===== src/rtl/clk_div_pkg.sv =====
// Shared constants and channel state type for the divided-clock bank.
package clk_div_pkg;

    localparam int unsigned DIV_MIN = 2;
    localparam int unsigned DEF_NCH = 4;
    localparam int unsigned DEF_CW  = 8;

    typedef enum logic {
        STOPPED = 1'b0,
        RUN     = 1'b1
    } chan_state_e;

endpackage


===== src/rtl/clk_div_chan.sv =====
// One divider channel: active/pending config, period counter, registered outputs.
module clk_div_chan
    import clk_div_pkg::*;
#(
    parameter int unsigned CW = DEF_CW
) (
    input  logic          clk,
    input  logic          w_reset,
    input  logic          we_i,
    input  logic [CW-1:0] div_i,
    input  logic          en_i,
    input  logic          sync_i,
    output logic          clk_out_o,
    output logic          tick_o,
    output logic          pend_o
);

    localparam logic [CW-1:0] DIV_MIN_W = CW'(DIV_MIN);
    localparam logic [CW-1:0] ONE_W     = CW'(1);

    chan_state_e   state_q, state_d;
    logic [CW-1:0] cnt_q, cnt_d;
    logic [CW-1:0] act_div_q, act_div_d;
    logic          act_en_q, act_en_d;
    logic [CW-1:0] pend_div_q, pend_div_d;
    logic          pend_en_q, pend_en_d;
    logic          pend_q, pend_d;
    logic          clk_out_q, clk_out_d;
    logic          tick_q, tick_d;

    logic [CW:0]   half_w;
    logic          last_w;
    logic          apply_w;

    // High phase length (N+1)/2, one bit wider so N = 2^CW-1 cannot overflow.
    assign half_w = ({1'b0, act_div_q} + (CW+1)'(1)) >> 1;
    assign last_w = (cnt_q == (act_div_q - ONE_W));

    // Next-state: count, period-boundary/sync apply, pending capture, output decode.
    always_comb begin
        state_d    = state_q;
        cnt_d      = cnt_q;
        act_div_d  = act_div_q;
        act_en_d   = act_en_q;
        pend_div_d = pend_div_q;
        pend_en_d  = pend_en_q;
        pend_d     = pend_q;
        apply_w    = 1'b0;

        // Outputs are decoded from the current state and registered, so they
        // trail the counter by one cycle and never see inputs combinationally.
        clk_out_d = (state_q == RUN) && ({1'b0, cnt_q} < half_w);
        tick_d    = (state_q == RUN) && (cnt_q == '0);

        case (state_q)
            RUN: begin
                if (sync_i || last_w) begin
                    cnt_d   = '0;
                    apply_w = pend_q;
                end else begin
                    cnt_d = cnt_q + ONE_W;
                end
            end
            default: begin
                cnt_d   = '0;
                apply_w = pend_q;
            end
        endcase

        // Apply uses the pending value held before this edge; a write on the
        // same edge then refills pending below.
        if (apply_w) begin
            act_div_d = pend_div_q;
            act_en_d  = pend_en_q;
            pend_d    = 1'b0;
            cnt_d     = '0;
            state_d   = act_en_d ? RUN : STOPPED;
        end

        if (we_i) begin
            pend_div_d = (div_i < DIV_MIN_W) ? DIV_MIN_W : div_i;
            pend_en_d  = en_i;
            pend_d     = 1'b1;
        end
    end

    // State and output registers with synchronous active-high reset.
    always_ff @(posedge clk) begin
        if (w_reset) begin
            state_q    <= STOPPED;
            cnt_q      <= '0;
            act_div_q  <= DIV_MIN_W;
            act_en_q   <= 1'b0;
            pend_div_q <= DIV_MIN_W;
            pend_en_q  <= 1'b0;
            pend_q     <= 1'b0;
            clk_out_q  <= 1'b0;
            tick_q     <= 1'b0;
        end else begin
            state_q    <= state_d;
            cnt_q      <= cnt_d;
            act_div_q  <= act_div_d;
            act_en_q   <= act_en_d;
            pend_div_q <= pend_div_d;
            pend_en_q  <= pend_en_d;
            pend_q     <= pend_d;
            clk_out_q  <= clk_out_d;
            tick_q     <= tick_d;
        end
    end

    assign clk_out_o = clk_out_q;
    assign tick_o    = tick_q;
    assign pend_o    = pend_q;

endmodule


===== src/rtl/clk_div_bank.sv =====
// Bank of NCH independent clock dividers; this level only decodes config writes.
module clk_div_bank
    import clk_div_pkg::*;
#(
    parameter  int unsigned NCH = DEF_NCH,
    parameter  int unsigned CW  = DEF_CW,
    localparam int unsigned CHW = (NCH > 1) ? $clog2(NCH) : 1
) (
    input  logic           clk,
    input  logic           w_reset,
    input  logic           cfg_we,
    input  logic [CHW-1:0] cfg_ch,
    input  logic [CW-1:0]  cfg_div,
    input  logic           cfg_en,
    input  logic           sync,
    output logic [NCH-1:0] clk_out,
    output logic [NCH-1:0] tick,
    output logic [NCH-1:0] pend
);

    // Indices >= NCH match no channel, so such writes fall away here.
    for (genvar i = 0; i < NCH; i++) begin : g_chan
        logic we_w;
        assign we_w = cfg_we && (cfg_ch == CHW'(i));

        clk_div_chan #(
            .CW (CW)
        ) u_chan (
            .clk       (clk),
            .w_reset   (w_reset),
            .we_i      (we_w),
            .div_i     (cfg_div),
            .en_i      (cfg_en),
            .sync_i    (sync),
            .clk_out_o (clk_out[i]),
            .tick_o    (tick[i]),
            .pend_o    (pend[i])
        );
    end

endmodule


===== config.mk =====
export PLATFORM = sky130hd
export DESIGN_NAME = clk_div_bank
export DESIGN_NICKNAME = d
export VERILOG_FILES = /design/src/rtl/clk_div_pkg.sv /design/src/rtl/clk_div_chan.sv /design/src/rtl/clk_div_bank.sv
export SDC_FILE = /design/constraint.sdc
export NUM_CORES = 1
export LEC_CHECK = 0
export CORE_ASPECT_RATIO = 0.5
export CORE_MARGIN = 10
export CORE_UTILIZATION = 61
export CTS_CLUSTER_DIAMETER = 120
export DETAILED_ROUTE_END_ITERATION = 12
export HOLD_SLACK_MARGIN = 0.12
export PLACE_DENSITY = 0.81
export SLEW_MARGIN = 5
export SYNTH_ARGS = -nofsm -noshare
export SYNTH_HDL_FRONTEND = slang
export SYNTH_SLANG_ARGS = --single-unit

===== constraint.sdc =====
create_clock -name clk -period 2.7 [get_ports clk]
set_input_delay 0.54 -clock clk [delete_from_list [all_inputs] [get_ports clk]]
set_output_delay 0.54 -clock clk [all_outputs]
set_load 0.01 [all_outputs]

==> results.sh, run 1 <==
export IMPL_cp_data_required_time_ns=3.03
export IMPL_placementRows=26
export IMPL_mean_post_synth_cell_area_um2=8.43
export IMPL_pwr_density_cell_nw_per_um2=565
export IMPL_synth_seq_area_share=0.347
export IMPL_cts_tree="done"
export IMPL_antenna_found_initial=1
export IMPL_hold_class="flop to flop"
export IMPL_synth_async_sr_flop_share=0
export IMPL_maxClockFrequency_mhz=407
export IMPL_critical_path_reg2reg_startpoint="g_chan[0].u_chan.act_div_q[0]$_SDFFE_PP0P_"
export IMPL_detailed_routing_wirelength_on_met1_mm=6.79
export IMPL_timing_slew_headroom=0.565
export IMPL_dr_max_layer_used="met5"
export IMPL_grtUsageTotal=0.183
export IMPL_design_portCount=27
export IMPL_synthesis_area_um2=6690
export IMPL_htree_levels=4
export IMPL_ant_nets=0
export IMPL_mappedNetlistNets=853
export IMPL_met3_wirelength_um=668
export IMPL_yosys_area_top_type_share=0.347
export IMPL_ir_worst_vdd_v=0.000440
export IMPL_fin_nets=852
export IMPL_yosysWarningCount=0
export IMPL_tritoncts_num_buffers=17
export IMPL_finalCritPeriodShare=0.911
export IMPL_detail_route_first_pass_iterations=5
export IMPL_clk_insertion_delay_late_ns=0.41
export IMPL_placement_io_buffers=26
export IMPL_viasPerCell=5.63
export IMPL_synth_compound_area_frac=0.0981
export IMPL_finalSetupViolCount=0
export IMPL_number_of_vias_after_detailed_routing=5322
export IMPL_dieArea_um2=15800
export IMPL_grt_overflow=0
export IMPL_mux_cell_area_share_after_synthesis=0.0598
export IMPL_synth_lib_cells_used_distinct=58
export IMPL_grt_first_pass_wirelength_mm=24.2
export IMPL_dr_first_iter_drc_count=442
export IMPL_layout_cells_most_common_list="115 x dfxtp_1, 88 x nor2_1, 68 x nand2_1"
export IMPL_insertedDiodeCount=0
export IMPL_timing_rr_end="g_chan[0].u_chan.act_div_q[5]$_SDFFE_PP0P_"
export IMPL_die_height_um=94.1
export IMPL_detail_route_met2_wl_mm=6.62
export IMPL_post_route_cells_drive_above_1_share=0.0609
export IMPL_p_leak_nw=2.99
export IMPL_multi_input_comb_area_um2=3980
export IMPL_final_hold_violation_count=0
export IMPL_yosys_area_share_adder=0.0822
export IMPL_worst_hold_path_num_cells=2
export IMPL_post_synth_top_area_cell="dfxtp_1"
export IMPL_initial_util=0.641
export IMPL_cts_hold_buffers_added=0
export IMPL_synthFlopType="dfxtp_1"
export IMPL_post_route_drc=0
export IMPL_clkSlewWorstSetupHoldPaths_ns=0.05
export IMPL_synth_enable_flop_cells=0
export IMPL_layout_min_cycle_time_ns=2.46
export IMPL_critical_path_max_fanout=9
export IMPL_rsz0062_at_grt="false"
export IMPL_critical_path_startpoint_type="flop"
export IMPL_tritoncts_num_sinks=116
export IMPL_max_cap_violations=0
export IMPL_r2r_setup_slack_ns=0.24
export IMPL_clock_skew_ns=0.00439
export IMPL_setup_tns_final_ns=0
export IMPL_synth_top_family_by_area="simple AND/OR/NAND/NOR gates"
export IMPL_synthCells=794
export IMPL_netlist_top_cells_area="dfxtp_1 35%, ha_1 8.2%, xor2_1 6.4%"
export IMPL_dp_final_hpwl_mm=9.57
export IMPL_final_seq_area_um2=2320
export IMPL_critPathCaptureType="flop"
export IMPL_die_w_um=168
export IMPL_worst_hold_path_endpoint="g_chan[0].u_chan.pend_div_q[3]$_SDFFE_PP0P_"
export IMPL_max_slew_worst_pin_slew_ns=0.651
export IMPL_first_global_vias=5074
export IMPL_area_growth_synth_to_final_pct=12.6
export IMPL_finalWeightedCongestion=0.858
export IMPL_slew_violations=0
export IMPL_grt_max_degree=109
export IMPL_outcome="finished clean"
export IMPL_core_area_um2=10400
export IMPL_timing_reg2reg_worst_path_depth=9
export IMPL_hp_start="g_chan[0].u_chan.pend_div_q[3]$_SDFFE_PP0P_"
export IMPL_nFillCells=770
export IMPL_totalWireLength_mm=14.3
export IMPL_layout_commonest_cell="dfxtp_1"
export IMPL_critical_path_arrival_ns=2.79
export IMPL_synth_seq_cells=116
export IMPL_post_synth_xor_area_fraction=0.114
export IMPL_cts_root_buffer="clkbuf_16"
export IMPL_wire_per_inst_um=15.2
export IMPL_max_clock_path_buffers=2
export IMPL_fin_worst_hold_slack_ns=0.458
export IMPL_setup_worst_path_class="flop to flop"
export IMPL_synth_simple_gate_area_frac=0.241
[metrics by stage]
step / std cells / util / total power [mW] / area (um2) / worst slack, ns
floorplan: 794 / - / 1.91 / 6690 / 0.384
global placement: 914 / 0.663 / 1.97 / 6930 / 0.341
detailed placement: 914 / 0.663 / 1.97 / 6930 / 0.271
CTS: 945 / 0.722 / 4.27 / 7540 / 0.208
global route: 945 / 0.722 / 4.38 / 7540 / 0.0465
finish: 945 / 0.722 / 4.26 / 7540 / 0.241
[sequential cells by signal, summed over array words and instances, names as in the netlist]
register	count
g_chan.u_chan.clk_out_o	4
g_chan.u_chan.state_q	4
g_chan.u_chan.cnt_q	32
g_chan.u_chan.act_div_q	32
g_chan.u_chan.tick_o	4
g_chan.u_chan.pend_en_q	4
g_chan.u_chan.pend_o	4
g_chan.u_chan.pend_div_q	32
[per-layer routing]
| metal | global-route usage | vias up |
|---|---|---|
| li1 | - | 2682 |
| met5 | 0 | - |
| met2 | 0.302 | 111 |
| met3 | 0.0439 | 28 |
| met1 | 0.228 | 2499 |
| met4 | 0.0742 | 2 |
[layout make-up]
type / instances / area share
inverter: 34 / 0.0169
clock inverter: 9 / 0.0168
clock buffer: 22 / 0.0642
sequential: 116 / 0.308
timing repair buffer: 33 / 0.0425
tap: 140 / 0.0232
multi-input combinational: 591 / 0.528
[where the power goes]
part	total, mW	internal [mW]	leakage, nW	switching (mW)
Sequential	1.76	1.74	0.938	0.0207
Combinational	0.180	0.0818	1.75	0.0986
Clock	2.32	1.54	0.302	0.780
Total	4.26	3.36	2.99	0.899
[worst max path at each step]
stage / from / endpoint / slack (ns) / cells past startpoint
final: g_chan[0].u_chan.act_div_q[0]$_SDFFE_PP0P_ / g_chan[0].u_chan.act_div_q[5]$_SDFFE_PP0P_ / 0.24 / 9
after global routing: g_chan[1].u_chan.act_div_q[1]$_SDFFE_PP1P_ / g_chan[1].u_chan.act_div_q[2]$_SDFFE_PP0P_ / 0.05 / 10
after CTS: g_chan[1].u_chan.act_div_q[0]$_SDFFE_PP0P_ / g_chan[1].u_chan.act_div_q[2]$_SDFFE_PP0P_ / 0.21 / 10
after detailed placement: g_chan[1].u_chan.act_div_q[0]$_SDFFE_PP0P_ / g_chan[1].u_chan.act_div_q[3]$_SDFFE_PP0P_ / 0.27 / 10
after global placement: g_chan[1].u_chan.act_div_q[0]$_SDFFE_PP0P_ / g_chan[1].u_chan.act_div_q[0]$_SDFFE_PP0P_ / 0.34 / 10
after floorplan: g_chan[1].u_chan.act_div_q[0]$_SDFFE_PP0P_ / g_chan[1].u_chan.act_div_q[0]$_SDFFE_PP0P_ / 0.38 / 11
[critical path, stage by stage, from the launching register on]
cell and delay [ns]:
dfxtp_1 0.43, inv_1 0.07, ha_1 0.25, xor2_1 0.19, o31a_1 0.29, nor4_1 0.33
nand4_1 0.17, a31oi_1 0.20, buf_4 0.22, mux2i_1 0.22
[kinds of logic after synthesis]
logic type / after synthesis
AO/OA/AOI/OAI: 96
XOR/XNOR: 86
adder cells (fa/ha/maj): 44
buffers and inverters: 87
flip-flops: 116
multiplexers: 40
AND/OR/NAND/NOR: 325
[synth_stat cells, drive strengths merged (4+ instances only)]
cell type,number
xor2,50
nand2b,50
nor2,88
xnor2,36
nor3b,7
nor2b,5
nand3,42
dfxtp,116
a21oi,32
a31oi,4
nand4,7
buf,20
nor3,13
inv,34
a21o,12
nand3b,8
nor4,9
a211oi,4
ha,44
nand2,69
clkbuf,33
a211o,5
o22ai,5
o21ai,14
mux2i,40
and3,14
[timing repair]
item / 4_1_cts / 5_1_grt
gates resized for setup: 0 / 1
buffers inserted: 0 / 0
setup endpoints to repair: 0 / 1
Note: power is estimated with default switching activity, not from simulation.
==> run 2, diff against run 1 <==
- CORE_UTILIZATION: 61 -> 62
- MAX_ROUTING_LAYER: unset -> met4
- PLACE_DENSITY: 0.81 -> 0.82
- SYNTH_HIERARCHICAL: unset -> 1
==> run 2 against run 1 <==
Worst setup slack worse by 0.15 ns. Register-to-register slack worse by 0.15 ns. Sequential power hardly changed. Routed wire length is 16% higher. Critical endpoint is now g_chan[0].u_chan/act_div_q[4]$_SDFFE_PP0P_. Highest routed layer is now met4.
==> results.sh, run 2 <==
export IMPL_placementRows=27
export IMPL_crit_family="compound AO/OA/AOI/OAI gates"
export IMPL_post_cts_setup_buffer_count=0
export IMPL_timing_slew_headroom=0.625
export IMPL_detail_route_first_pass_iterations=5
export IMPL_clock_skew_ns=0.00753
export IMPL_initial_util=0.639
export IMPL_layout_min_cycle_time_ns=2.61
export IMPL_rsz0062_at_grt="false"
export IMPL_critPathCaptureType="flop"
export IMPL_cts_hold_buffers_added=0
export IMPL_final_cell_area_um2=8110
export IMPL_placement_io_buffers=26
export IMPL_hp_start="g_chan[2].u_chan/pend_en_q$_SDFFE_PP0P_"
export IMPL_finalSetupViolCount=0
export IMPL_timing_critical_path_slowest_stage_cell="or4_4"
export IMPL_grt_max_degree=45
export IMPL_dieArea_um2=16300
export IMPL_max_slew_worst_pin_slew_ns=0.560
export IMPL_netlist_top_cells_area="dfxtp_1 33%, ha_1 7.8%, xnor2_1 6.0%"
export IMPL_synth_seq_area_share=0.329
export IMPL_core_area_um2=11000
export IMPL_yosys_area_top_type_share=0.329
export IMPL_clk_insertion_delay_late_ns=0.41
export IMPL_critical_path_max_fanout=10
export IMPL_setup_tns_final_ns=0
export IMPL_clkSlewWorstSetupHoldPaths_ns=0.06
export IMPL_p_leak_nw=2.98
export IMPL_first_global_vias=5567
export IMPL_mux_cell_area_share_after_synthesis=0.0553
export IMPL_grt_overflow=0
export IMPL_critical_path_startpoint_type="flop"
export IMPL_max_clock_path_buffers=2
export IMPL_wire_per_inst_um=17.1
export IMPL_post_cts_repair_resize_count=0
export IMPL_die_w_um=171
export IMPL_max_cap_violations=0
export IMPL_maxClockFrequency_mhz=384
export IMPL_layout_commonest_cell="dfxtp_1"
export IMPL_cp_data_required_time_ns=3.00
export IMPL_slew_violations=0
export IMPL_post_synth_xor_area_fraction=0.101
export IMPL_ant_nets=0
export IMPL_dr_max_layer_used="met4"
export IMPL_r2r_setup_slack_ns=0.09
export IMPL_grt_first_pass_wirelength_mm=27.7
export IMPL_biggestRegsByFlops="g_chan.u_chan/act_div_q: 32 flops, g_chan.u_chan/cnt_q: 32 flops, g_chan.u_chan/pend_div_q: 32 flops"
export IMPL_yosysMostFrequentCell="dfxtp_1"
export IMPL_critical_path_arrival_ns=2.90
export IMPL_mean_post_synth_cell_area_um2=9.01
export IMPL_totalWireLength_mm=16.6
export IMPL_finalCritPeriodShare=0.965
export IMPL_detail_route_met2_wl_mm=7.96
export IMPL_synth_top_family_by_area="simple AND/OR/NAND/NOR gates"
export IMPL_tritoncts_num_sinks=116
export IMPL_layout_cells_most_common_list="116 x dfxtp_1, 78 x nor2_1, 56 x nand3_1"
export IMPL_htree_levels=4
export IMPL_yosys_area_share_adder=0.0780
export IMPL_outcome="finished clean"
export IMPL_dpl_cell_area_um2=7490
export IMPL_fin_nets=872
export IMPL_synth_simple_gate_area_frac=0.238
export IMPL_detailed_routing_wirelength_on_met1_mm=7.46
export IMPL_pwr_density_cell_nw_per_um2=531
export IMPL_timing_critical_path_slowest_cell_delay_ns=0.44
export IMPL_synthesis_area_um2=7050
export IMPL_mappedNetlistNets=842
export IMPL_grtUsageTotal=0.215
export IMPL_post_route_drc=0
export IMPL_dr_first_iter_drc_count=556
export IMPL_timing_reg2reg_worst_path_depth=8
export IMPL_synth_commonest_cells="116 x dfxtp_1, 78 x nor2_1, 56 x nand3_1"
export IMPL_crit_path_cell_trace="inv_1 -> ha_1 -> nand2b_1 -> or4_4 -> a2111oi_4 -> nor3_2 -> o21a_1 -> a221o_1"
export IMPL_insertedDiodeCount=0
export IMPL_yosysWarningCount=6
export IMPL_timing_rr_end="g_chan[0].u_chan/act_div_q[4]$_SDFFE_PP0P_"
export IMPL_antenna_found_initial=0
export IMPL_hold_class="flop to flop"
export IMPL_synth_lib_cells_used_distinct=57
export IMPL_cts_tree="done"
export IMPL_synth_enable_flop_cells=0
export IMPL_cts_root_buffer="clkbuf_16"
export IMPL_ir_worst_vdd_v=0.000351
export IMPL_area_growth_synth_to_final_pct=15.0
export IMPL_critical_path_reg2reg_startpoint="g_chan[0].u_chan/act_div_q[1]$_SDFFE_PP1P_"
export IMPL_dp_final_hpwl_mm=11.0
export IMPL_critPathBufInv=1
export IMPL_synth_seq_cells=116
export IMPL_finalWeightedCongestion=0.858
export IMPL_final_hold_violation_count=0
export IMPL_synth_compound_area_frac=0.150
export IMPL_worst_hold_path_num_cells=2
export IMPL_synth_async_sr_flop_share=0
export IMPL_setup_worst_path_class="flop to flop"
export IMPL_synthCells=783
export IMPL_tritoncts_num_buffers=17
export IMPL_die_height_um=95.4
export IMPL_met3_wirelength_um=855
export IMPL_number_of_vias_after_detailed_routing=5917
export IMPL_post_route_cells_drive_above_1_share=0.113
export IMPL_design_portCount=27
export IMPL_post_synth_top_area_cell="dfxtp_1"
export IMPL_viasPerCell=6.09
export IMPL_synthFlopType="dfxtp_1"
export IMPL_worst_hold_path_endpoint="g_chan[2].u_chan/state_q$_SDFFE_PP0P_"
run 2: changes by cell type in the layout (fill, tap and decap cells not counted), sizes merged, moves of 9 or more:
cell / previous run / this run
nor2: 88 / 79
and3: 14 / 24
nand2: 69 / 6
xor2: 50 / 33
xnor2: 36 / 48
nand3: 42 / 56
a221o: 2 / 21
buf: 8 / 30
or3: 1 / 13
run 2: how the worst max path moves through the flow:
stage / slack [ns] / startpoint / depth (start not counted) / endpoint
after global placement: 0.23 / g_chan[0].u_chan/act_div_q[2]$_SDFFE_PP0P_ / 6 / g_chan[0].u_chan/act_div_q[2]$_SDFFE_PP0P_
after CTS: 0.13 / g_chan[0].u_chan/act_div_q[1]$_SDFFE_PP1P_ / 8 / g_chan[0].u_chan/act_div_q[4]$_SDFFE_PP0P_
final: 0.09 / g_chan[0].u_chan/act_div_q[1]$_SDFFE_PP1P_ / 8 / g_chan[0].u_chan/act_div_q[4]$_SDFFE_PP0P_
after floorplan: 0.18 / g_chan[0].u_chan/act_div_q[2]$_SDFFE_PP0P_ / 8 / g_chan[0].u_chan/act_div_q[0]$_SDFFE_PP0P_
after global routing: 0.02 / g_chan[1].u_chan/act_div_q[1]$_SDFFE_PP1P_ / 8 / g_chan[1].u_chan/act_div_q[3]$_SDFFE_PP0P_
after detailed placement: 0.15 / g_chan[0].u_chan/act_div_q[1]$_SDFFE_PP1P_ / 8 / g_chan[0].u_chan/act_div_q[7]$_SDFFE_PP0P_
run 2: layout make-up:
class / count / area, um2
clock buffers: 20 / 467
inverters: 33 / 124
fillers: 756 / 2940
flip-flops and latches: 116 / 2320
multi-input cells: 590 / 4390
well taps: 145 / 181
clock inverters: 12 / 154
repair buffers: 55 / 473
run 2: kinds of logic after synthesis:
family / count (synthesis)
AO/OA/AOI/OAI: 134
flip-flops: 116
XOR/XNOR: 81
buffers and inverters: 77
multiplexers: 39
AND/OR/NAND/NOR: 292
adder cells (fa/ha/maj): 44
run 2: report_power, final:
group,total [mW],internal [mW],switching (mW)
Sequential,1.76,1.74,0.0216
Clock,2.36,1.52,0.840
Combinational,0.181,0.0809,0.100
Total,4.30,3.34,0.962
run 2: through the flow:
stage                util  power (mW)  cells  worst slack, ns  hold WS [ns]
floorplan               -        1.90    783            0.183         0.430
global placement    0.678        1.97    939            0.235         0.451
detailed placement  0.678        1.97    939            0.151         0.463
CTS                 0.734        4.31    971            0.126         0.476
global route        0.734        4.42    971           0.0242         0.491
finish              0.734        4.30    971           0.0940         0.478
run 2: metal layers:
metal	global-route usage	vias to the layer above
met5	-	-
met4	0.0769	0
met3	0.0429	30
met2	0.350	188
met1	0.263	2841
li1	-	2858
run 2: worst reg2reg max path, cell delays in order, from the launching register on:
cell and delay (ns):
dfxtp_1 0.37, inv_1 0.12, ha_1 0.25, nand2b_1 0.13, or4_4 0.44, a2111oi_4 0.37, nor3_2 0.11, o21a_1 0.32
a221o_1 0.40
==> run 3, diff against run 2 <==
- MAX_ROUTING_LAYER: met4 -> unset
==> run 3 against run 2 <==
Global-route usage decreased by 0.65 points. Total power about the same. First-iteration DRC count is 8.1% lower. Cell count stayed put. Clock power about the same. Sequential cell count is the same. Hold slack improved by 0.0019 ns. Sequential share of layout area did not move. Largest cell class unchanged. Highest routed layer unchanged.
==> results.sh, run 3 (same netlist as run 2, synthesis figures left out) <==
export IMPL_outcome="finished clean"
export IMPL_htree_levels=4
export IMPL_timing_rr_end="g_chan[0].u_chan/act_div_q[4]$_SDFFE_PP0P_"
export IMPL_critical_path_reg2reg_startpoint="g_chan[0].u_chan/act_div_q[1]$_SDFFE_PP1P_"
export IMPL_cts_hold_buffers_added=0
export IMPL_finalWeightedCongestion=0.844
export IMPL_number_of_vias_after_detailed_routing=5943
export IMPL_timing_slew_headroom=0.614
export IMPL_initial_util=0.639
export IMPL_clk_insertion_delay_late_ns=0.42
export IMPL_total_power_mw=4.30
export IMPL_grt_overflow=0
export IMPL_worst_hold_path_endpoint="g_chan[2].u_chan/state_q$_SDFFE_PP0P_"
export IMPL_clock_skew_ns=0.0104
export IMPL_detail_route_first_pass_iterations=5
export IMPL_pwr_share_comb=0.042
export IMPL_cellInternalPower_mw=3.34
export IMPL_biggestRegsByFlops="g_chan.u_chan/act_div_q: 32 flops, g_chan.u_chan/cnt_q: 32 flops, g_chan.u_chan/pend_div_q: 32 flops"
export IMPL_grt_first_pass_wirelength_mm=27.7
export IMPL_die_w_um=171
export IMPL_critical_path_max_fanout=10
export IMPL_insertedDiodeCount=0
export IMPL_utilization=0.734
export IMPL_worst_hold_path_num_cells=2
export IMPL_viasPerCell=6.12
export IMPL_p_clk_frac=0.549
export IMPL_cp_data_required_time_ns=2.99
export IMPL_setup_tns_final_ns=0
export IMPL_final_cell_area_um2=8110
export IMPL_dp_final_hpwl_mm=11.0
export IMPL_p_seq_frac=0.409
export IMPL_post_route_cells_drive_above_1_share=0.113
export IMPL_power_switching_share=0.223
export IMPL_max_slew_worst_pin_slew_ns=0.576
export IMPL_die_height_um=95.4
export IMPL_dr_first_iter_drc_count=511
export IMPL_post_cts_setup_buffer_count=0
export IMPL_net_switching_power_mw=0.958
export IMPL_dieArea_um2=16300
export IMPL_max_clock_path_buffers=2
export IMPL_fin_nets=872
export IMPL_clkSlewWorstSetupHoldPaths_ns=0.05
export IMPL_first_global_vias=5580
export IMPL_area_growth_synth_to_final_pct=15.0
export IMPL_nFillCells=756
export IMPL_placement_io_buffers=26
export IMPL_finalCritPeriodShare=0.965
export IMPL_post_cts_repair_resize_count=0
export IMPL_max_cap_violations=0
export IMPL_hold_class="flop to flop"
export IMPL_layout_commonest_cell="dfxtp_1"
export IMPL_wire_per_inst_um=17.1
export IMPL_dpl_cell_area_um2=7490
export IMPL_layout_cells_most_common_list="116 x dfxtp_1, 78 x nor2_1, 56 x nand3_1"
export IMPL_setup_worst_path_class="flop to flop"
export IMPL_post_route_drc=0
export IMPL_p_leak_nw=2.98
export IMPL_grtUsageTotal=0.209
export IMPL_placementRows=27
export IMPL_hp_start="g_chan[2].u_chan/pend_en_q$_SDFFE_PP0P_"
export IMPL_maxClockFrequency_mhz=384
export IMPL_cts_root_buffer="clkbuf_16"
export IMPL_timing_reg2reg_worst_path_depth=8
export IMPL_pwr_density_cell_nw_per_um2=530
export IMPL_tritoncts_num_buffers=17
export IMPL_rsz0062_at_grt="false"
export IMPL_layout_min_cycle_time_ns=2.60
export IMPL_design_portCount=27
export IMPL_critPathCaptureType="flop"
export IMPL_ir_worst_vdd_v=0.000349
export IMPL_slew_violations=0
export IMPL_antenna_found_initial=0
export IMPL_tritoncts_num_sinks=116
export IMPL_r2r_setup_slack_ns=0.1
export IMPL_critical_path_startpoint_type="flop"
export IMPL_core_area_um2=11000
export IMPL_ant_nets=0
export IMPL_final_hold_violation_count=0
export IMPL_finalSetupViolCount=0
export IMPL_critical_path_arrival_ns=2.90
export IMPL_totalWireLength_mm=16.6
export IMPL_cts_tree="done"
export IMPL_grt_max_degree=45
==> run 3: cell counts in the layout (fill, tap and decap cells not counted) <==
Identical to the previous run, type by type.
==> run 3: how the worst max path moves through the flow <==
| stage | depth (start not counted) | slack, ns | start | to |
|---|---|---|---|---|
| 2_1_floorplan | 8 | 0.18 | g_chan[0].u_chan/act_div_q[2]$_SDFFE_PP0P_ | g_chan[0].u_chan/act_div_q[0]$_SDFFE_PP0P_ |
| 3_3_place_gp | 6 | 0.23 | g_chan[0].u_chan/act_div_q[2]$_SDFFE_PP0P_ | g_chan[0].u_chan/act_div_q[2]$_SDFFE_PP0P_ |
| 3_5_place_dp | 8 | 0.15 | g_chan[0].u_chan/act_div_q[1]$_SDFFE_PP1P_ | g_chan[0].u_chan/act_div_q[7]$_SDFFE_PP0P_ |
| 4_1_cts | 8 | 0.13 | g_chan[0].u_chan/act_div_q[1]$_SDFFE_PP1P_ | g_chan[0].u_chan/act_div_q[4]$_SDFFE_PP0P_ |
| 5_1_grt | 8 | 0.02 | g_chan[1].u_chan/act_div_q[1]$_SDFFE_PP1P_ | g_chan[1].u_chan/act_div_q[3]$_SDFFE_PP0P_ |
| 6_report | 8 | 0.1 | g_chan[0].u_chan/act_div_q[1]$_SDFFE_PP1P_ | g_chan[0].u_chan/act_div_q[4]$_SDFFE_PP0P_ |
==> run 3: metrics by stage <==
step,cells,hold WS (ns),setup WS (ns)
5_1_grt,971,0.491,0.0241
3_5_place_dp,939,0.463,0.151
2_1_floorplan,783,0.430,0.183
3_3_place_gp,939,0.451,0.235
6_report,971,0.480,0.0951
4_1_cts,971,0.476,0.126
==> run 3: cell type report <==
| cell class | instances | area (um2) | share of cell area |
|---|---|---|---|
| inverter | 33 | 124 | 0.0153 |
| sequential | 116 | 2320 | 0.286 |
| clock inverter | 12 | 154 | 0.0190 |
| multi-input combinational | 590 | 4390 | 0.541 |
| clock buffer | 20 | 467 | 0.0575 |
| timing repair buffer | 55 | 473 | 0.0583 |
| tap | 145 | 181 | 0.0224 |
==> run 3: power groups by stage <==
| stage | registers (mW) | clock network [mW] | logic, mW |
|---|---|---|---|
| 6_report | 1.76 | 2.36 | 0.181 |
| 3_3_place_gp | 1.79 | 0 | 0.173 |
| 5_1_grt | 1.76 | 2.46 | 0.196 |
| 2_1_floorplan | 1.79 | 0 | 0.110 |
| 3_5_place_dp | 1.79 | 0 | 0.177 |
| 4_1_cts | 1.76 | 2.37 | 0.180 |
==> run 3: critical path, stage by stage (launching register included) <==
cell	delay [ns]
dfxtp_1	0.37
inv_1	0.12
ha_1	0.25
nand2b_1	0.12
or4_4	0.44
a2111oi_4	0.37
nor3_2	0.11
o21a_1	0.31
a221o_1	0.40
==> run 3: layer usage <==
metal,part of all wire,vias to the layer above,track usage
met5,0,-,0
li1,-,2862,-
met1,0.45,2863,0.262
met2,0.47,181,0.351
met4,0.022,0,0.0834
met3,0.051,37,0.0396
